==> src/rtl/grad_weight_div.sv <==
// Gradient-weight divider: scaled_hs = floor(hs*(2^Q-1)/(hs+vs)), scaled_vs = (2^Q-1)-scaled_hs.
// Serial radix-2 restoring division, one quotient bit per clock.
module grad_weight_div #(
  parameter int unsigned W = 16,
  parameter int unsigned Q = 8
) (
  input  logic         clk,
  input  logic         rst,
  input  logic         start,
  input  logic [W-1:0] grad_hs,
  input  logic [W-1:0] grad_vs,
  output logic [Q-1:0] scaled_hs,
  output logic [Q-1:0] scaled_vs,
  output logic         valid,
  output logic         ready
);

  localparam int unsigned CW = $clog2(Q);
  localparam int unsigned RW = W + 1;
  localparam logic [Q-1:0] QMax   = {Q{1'b1}};
  localparam logic [Q-1:0] HsZero = {1'b0, {(Q-1){1'b1}}};
  localparam logic [Q-1:0] VsZero = {1'b1, {(Q-1){1'b0}}};

  typedef enum logic [1:0] {StIdle, StLoad, StDiv, StDone} state_e;

  state_e         state_q;
  logic [W-1:0]   hs_q, vs_q;
  logic [W:0]     div_q, rem_q;
  logic [Q-1:0]   low_q, quo_q;
  logic [CW-1:0]  cnt_q;

  logic [W+Q-1:0] dividend;
  logic [W:0]     sum;
  logic [W+1:0]   trial;
  logic           ge;
  logic [W:0]     rem_next;
  logic [Q-1:0]   quo_next;

  assign sum      = {1'b0, hs_q} + {1'b0, vs_q};
  assign dividend = {hs_q, {Q{1'b0}}} - {{Q{1'b0}}, hs_q};

  // The quotient is known to fit in Q bits, so the upper W dividend bits seed the remainder.
  assign trial    = {rem_q, low_q[Q-1]};
  assign ge       = trial >= {1'b0, div_q};
  assign rem_next = RW'(ge ? trial - {1'b0, div_q} : trial);
  assign quo_next = {quo_q[Q-2:0], ge};

  always_ff @(posedge clk or posedge rst) begin
    if (rst) begin
      state_q   <= StIdle;
      hs_q      <= '0;
      vs_q      <= '0;
      div_q     <= '0;
      rem_q     <= '0;
      low_q     <= '0;
      quo_q     <= '0;
      cnt_q     <= '0;
      scaled_hs <= '0;
      scaled_vs <= '0;
      valid     <= 1'b0;
      ready     <= 1'b1;
    end else begin
      valid <= 1'b0;
      unique case (state_q)
        StIdle, StDone: begin
          if (start) begin
            hs_q    <= grad_hs;
            vs_q    <= grad_vs;
            ready   <= 1'b0;
            state_q <= StLoad;
          end else begin
            state_q <= StIdle;
          end
        end
        StLoad: begin
          div_q   <= sum;
          rem_q   <= {1'b0, dividend[W+Q-1:Q]};
          low_q   <= dividend[Q-1:0];
          quo_q   <= '0;
          cnt_q   <= '0;
          state_q <= StDiv;
        end
        StDiv: begin
          rem_q <= rem_next;
          low_q <= {low_q[Q-2:0], 1'b0};
          quo_q <= quo_next;
          cnt_q <= cnt_q + CW'(1);
          if (cnt_q == CW'(Q - 1)) begin
            // Zero divisor runs the full division anyway so latency stays fixed.
            if (div_q == '0) begin
              scaled_hs <= HsZero;
              scaled_vs <= VsZero;
            end else begin
              scaled_hs <= quo_next;
              scaled_vs <= QMax - quo_next;
            end
            valid   <= 1'b1;
            ready   <= 1'b1;
            state_q <= StDone;
          end
        end
        default: begin
          ready   <= 1'b1;
          state_q <= StIdle;
        end
      endcase
    end
  end

endmodule
==> config.mk <==
export PLATFORM = sky130hd
export DESIGN_NAME = grad_weight_div
export DESIGN_NICKNAME = d
export VERILOG_FILES = /design/src/rtl/grad_weight_div.sv
export SDC_FILE = /design/constraint.sdc
export NUM_CORES = 1
export LEC_CHECK = 0
export ABC_AREA = 1
export CAP_MARGIN = 20
export CELL_PAD_IN_SITES_DETAIL_PLACEMENT = 1
export CELL_PAD_IN_SITES_GLOBAL_PLACEMENT = 2
export CORE_ASPECT_RATIO = 1.75
export CORE_MARGIN = 5
export CORE_UTILIZATION = 37
export DETAILED_ROUTE_END_ITERATION = 7
export GPL_TIMING_DRIVEN = 0
export PLACE_DENSITY_LB_ADDON = 0.2
export SETUP_SLACK_MARGIN = 0.15
export SLEW_MARGIN = 10
export SYNTH_ARGS = -nofsm -noshare
export SYNTH_HDL_FRONTEND = slang
export SYNTH_SLANG_ARGS = --single-unit
==> constraint.sdc <==
create_clock -name clk -period 5.11 [get_ports clk]
set_clock_uncertainty 0.05 [all_clocks]
set_input_delay 0.511 -clock clk [delete_from_list [all_inputs] [get_ports clk]]
set_output_delay 0.511 -clock clk [all_outputs]
set_load 0.05 [all_outputs]
# Word level (Yosys, flattened, before mapping)
# Index checks and enable logic that the tools add are counted.
[totals]
regBits = 104
ram_bits = 0
elab_cells = 47
mem_count = 0
inputBits = 35
latchBits = 0
rom_bits = 0
[op_classes]
shift = 0
reduce_logical = 8
multipliers = 0
n_eq_ne = 6
div_mod_pow = 0
muxes = 15
add_sub_neg = 5
n_bitwise = 0
n_lt_le_gt_ge = 1
[op_table]
columns = ["op", "count"]
rows = [
  ["$pmux 17 s2", 1],
  ["$sub 24x16->24", 1],
  ["$ge 18x17->1", 1],
  ["$add 16x16->17", 1],
  ["$logic_not 17->1", 1],
  ["$mux 17", 1],
  ["$sub 17x17->17", 1],
  ["$mux 8", 2],
  ["$pmux 8 s2", 1],
  ["$pmux 7 s2", 1],
  ["$sub 8x8->8 const A", 1],
  ["$pmux 2 s3", 1],
  ["$pmux 3 s2", 1],
  ["$mux 1", 5],
  ["$eq 2x2->1 const B", 2],
  ["$ne 2x2->1 const B", 2],
  ["$reduce_and 2->1", 2],
  ["$reduce_bool 2->1", 2],
  ["$add 3x1->3 const B", 1],
  ["$eq 3x3->1 const B", 1],
  ["$reduce_and 3->1", 1],
  ["$eq 2x1->1 const B", 1],
  ["$logic_not 2->1", 1],
  ["$mux 2", 1],
  ["2 further kinds", 2],
]

# Logic depth before layout (Yosys ltp)
[depth]
word_depth = 4
mapped_depth = 16
ltp_nobuf = 16

# Least setup slack after synthesis
# OpenSTA, ideal clock, no wires.
[synth_path]
path_kind = "register to register"
start = "reg low_q[7]"
end = "reg rem_q[16]"
required_ps = 4943
arrival_time_ps = 1844
path_stages_with_launch = 13
setup_slack_ps = 3098
path_cell_list = "dfrtp_1 -> inv_1 -> ha_1 -> inv_1 -> fa_1 -> nand3_1 -> nand3_1 -> nand2_2 -> nand2_4 -> buf_6 -> or2_1 -> nand3_1 -> nand2_1"
[synth_via]
elab_chain_cells = 3
[synth_rtl]
columns = ["item", "line_no", "text"]
rows = [
  ["start: declaration", "29", "logic [Q-1:0] low_q, quo_q;"],
  ["start signal: assignment", "78", "low_q <= dividend[Q-1:0];"],
  ["start signal: assignment", "85", "low_q <= {low_q[Q-2:0], 1'b0};"],
  ["$sub 17x17->17 or $ge 18x17->1 (tied branches)", "45, 44", ""],
  ["$mux 17 (*)", "45", "assign rem_next = RW'(ge ? trial - {1'b0, div_q} : trial);"],
  ["$pmux 17 s2 (*)", "64", "unique case (state_q)"],
  ["end signal: assignment", "77", "rem_q <= {1'b0, dividend[W+Q-1:Q]};"],
  ["end signal: assignment", "84", "rem_q <= rem_next;"],
  ["end: declaration", "28", "logic [W:0] div_q, rem_q;"],
]
# Every way passes the cells marked *; elsewhere a longest branch is shown, timed or not.
# A chain may end at the register's enable or synchronous reset.

# Worst setup path after layout
[layout_path]
start = "reg hs_q[8]"
end = "reg rem_q[7]"
[layout_via]
elab_chain_cells = 2
[layout_rtl]
columns = ["item", "line_no", "text"]
rows = [
  ["start: declaration", "27", "logic [W-1:0] hs_q, vs_q;"],
  ["start signal: assignment", "67", "hs_q <= grad_hs;"],
  ["$sub 24x16->24", "40", "assign dividend = {hs_q, {Q{1'b0}}} - {{Q{1'b0}}, hs_q};"],
  ["$pmux 17 s2", "64", ""],
]
# No other way between the ends.

==> flow_summary.yaml <==
critical_path:
  crit_path_end_kind: "register"
  rr_startpoint: "hs_q[8]$_DFFE_PP0P_"
  cp_data_required_time_ns: 5.31
  startpoint: "hs_q[8]$_DFFE_PP0P_"
  critPathArrivalTime_ns: 2.70
  reg2reg_depth: 11
  r2r_end: "rem_q[7]$_DFFE_PP0N_"
  cp_max_fo: 6
  path_class: "register to register"
  crit_end: "rem_q[7]$_DFFE_PP0N_"
  cp-start-kind: "register"
  regToRegSetupSlack_ns: 2.61
yosys:
  synth_area_per_cell_um2: 6.97
  yosysSeqAreaShare: 0.362
  yosysWarningCount: 0
  synth_nets: 1114
  yosys_register_bits: 104
  synth_cell_types: 45
  synth_cells: 1031
  syn_area_mm2: 0.00719
sta:
  timing.hold.ws_ns: 0.418
  fin_crit_sh: 0.489
  maxSlewHeadroom: 0.547
  slew_viol_final: 0
  setup_violations: 0
  worstMarginPinSlew_ns: 0.679
  hold_viol: 0
  post-route-min-period_ns: 2.50
  rsz0062_at_grt: "no"
  fmax_ghz: 0.400
clocking:
  clkTransAtPathRegs_ns: 0.08
  cts_resized: 0
  clock_path_buffers: 2
  tritoncts: "yes"
  postCtsSetupRepairBufs: 0
  cts_hold_buf: 0
  cts_sinks: 104
  cts_root_buffer: "clkbuf_16"
  cts_buffers: 9
  htreeDepth: 3
  clock_latency_ns: 0.36
drt:
  via_count: 6917
  drcViolationCount: 0
  drt-vias-per-instance: 5.16
  wl_met3_um: 583
  ant_nets: 0
  detail_route.wl_per_cell_um: 18.1
  wl_um: 24300
  wl_met1_um: 9210
  top_layer: "met4"
  initialDrtViolationCount: 228
  firstDrtPassIters: 4
  route.met2.wl_um: 13100
run:
  drv_cap: 0
placement:
  hpwlAfterDp_um: 20200
  port_buffers: 52
  numPlacedInstances: 1325
  gp_congestion: 0.914
  dpl_cell_area_mm2: 0.00805
final_layout:
  nets: 1178
  area_growth_pct: 16.1
  fin_cells: 1341
  fin_util: 0.437
  n_antenna_cell: 0
  final_layout_size_suffix_gt1_frac: 0.0491
  final_area_mm2: 0.00835
floorplan:
  num_rows: 67
  start_util: 0.376
  boundaryPins: 53
  die_h_um: 194
  dieArea_mm2: 0.0224
  coreArea_mm2: 0.0191
  die_w_um: 115
global_route:
  grt_pass1_vias: 7362
  track_usage: 0.225
  grt_pass1_wl_um: 39000
  globalRouteOverflowTotal: 0
  antenna_found_initial: 0
  grt_max_degree: 60
outcome:
  status: "complete, no violations"
worst_hold_path:
  hp-class: "register to register"
[cell usage in the layout (no fill, tap or decap), types with 7 or more instances in the layout]
master and n:
xor2_1 8, nor3_1 9, a31oi_1 9, nand2_1 324, dfrtp_1 103, ha_1 46, a21oi_1 40, nor2_1 80
clkbuf_1 11, nand3_1 98, xnor2_1 9, nand4_1 14, o21ai_0 54, clkdlybuf4s50_1 52, clkbuf_16 9, nor2_2 7
inv_1 132, o22ai_1 12
[synthesized netlist by cell type]
master | instances | area [µm²]
nand3b_1 | 6 | 45.0
o21ai_1 | 6 | 30.0
nor2_2 | 7 | 43.8
a31o_2 | 1 | 8.76
a21o_1 | 5 | 37.5
o21bai_2 | 1 | 11.3
a21oi_1 | 40 | 200
nand2_2 | 5 | 31.3
clkbuf_1 | 11 | 41.3
o211ai_1 | 2 | 15.0
nand3_2 | 2 | 20.0
nand3_1 | 98 | 490
o22ai_1 | 12 | 75.1
o21ai_0 | 54 | 270
nor4_1 | 2 | 12.5
clkinv_1 | 1 | 3.75
xor2_1 | 8 | 70.1
buf_2 | 6 | 30.0
a31oi_1 | 9 | 56.3
nand4_1 | 14 | 87.6
fa_1 | 2 | 40.0
xnor2_1 | 9 | 78.8
a21boi_1 | 1 | 7.51
dfstp_2 | 1 | 26.3
buf_6 | 3 | 33.8
dfrtp_1 | 103 | 2580
nor3_2 | 1 | 10.0
nor2_4 | 2 | 22.5
o221ai_1 | 4 | 35.0
a22o_1 | 2 | 17.5
nor3_1 | 9 | 45.0
inv_2 | 5 | 18.8
buf_1 | 3 | 11.3
or2_2 | 1 | 6.26
o21a_1 | 3 | 22.5
nand2_4 | 1 | 11.3
nor2_1 | 80 | 300
inv_1 | 133 | 499
nand2_1 | 324 | 1220
ha_1 | 46 | 576
o21bai_1 | 3 | 22.5
and2_1 | 1 | 6.26
or2_1 | 2 | 12.5
or2_0 | 1 | 6.26
a22oi_1 | 1 | 7.51
[metal layers]
layer | GRT usage | up-vias
met5 | 0 | -
met1 | 0.241 | 3301
li1 | - | 3471
met2 | 0.417 | 98
met3 | 0.0258 | 47
met4 | 0.124 | 0
[critical path, cell delays in order, from the launching register on]
cell and delay [ns]:
dfrtp_1 0.49, inv_1 0.21, ha_1 0.38, inv_1 0.05
nor2_1 0.22, nand2_1 0.17, o21bai_2 0.22, nand2_1 0.13
nand3_1 0.09, nand3_1 0.16, nand3_1 0.15, nand2_1 0.06
[area by class of cell]
class | instances | area [µm²]
inverters | 139 | 527
plain buffers | 23 | 116
clock inverters | 7 | 78.8
repair buffers | 53 | 548
fillers | 2467 | 10800
clock buffers | 9 | 225
flip-flops and latches | 104 | 2600
multi-input cells | 765 | 3950
well taps | 241 | 302
[stage by stage]
stage | worst slack (ns) | setup TNS (ns)
after global routing | 2.30 | 0
after CTS | 2.53 | 0
after floorplan | 1.82 | 0
after global placement | -0.0620 | -5.80
after detailed placement | 2.56 | 0
final | 2.61 | 0
[state kept, by name, indices dropped and copies added, names as in the netlist, 3 cells and up]
signal	flops
low_q	8
rem_q	17
div_q	17
vs_q	16
scaled_vs	8
hs_q	16
quo_q	7
cnt_q	3
scaled_hs	8
[kinds of logic after synthesis]
family | count (synthesis) | synth area share
flip-flops | 104 | 0.362
buffers and inverters | 162 | 0.0887
AO/OA/AOI/OAI | 144 | 0.114
XOR/XNOR | 17 | 0.0207
AND/OR/NAND/NOR | 556 | 0.329
adder cells (fa/ha/maj) | 48 | 0.0856
[how the worst min path moves through the flow]
stage                                     from                       end  slack (ns)  depth (start not counted)
after floorplan           quo_q[6]$_DFFE_PP0N_  scaled_vs[7]$_DFFE_PP0P_        0.39                          1
after global placement    quo_q[6]$_DFFE_PP0N_  scaled_vs[7]$_DFFE_PP0P_        0.40                          1
after detailed placement  quo_q[6]$_DFFE_PP0N_  scaled_vs[7]$_DFFE_PP0P_        0.41                          1
after CTS                 quo_q[6]$_DFFE_PP0N_  scaled_vs[7]$_DFFE_PP0P_        0.42                          1
after global routing      quo_q[6]$_DFFE_PP0N_  scaled_vs[7]$_DFFE_PP0P_        0.43                          1
final                     quo_q[5]$_DFFE_PP0N_  scaled_vs[6]$_DFFE_PP0P_        0.42                          1
Power is left out: the tool's default activity adds up to more than one toggle a clock period on the data nets, which glitch-free logic cannot reach.
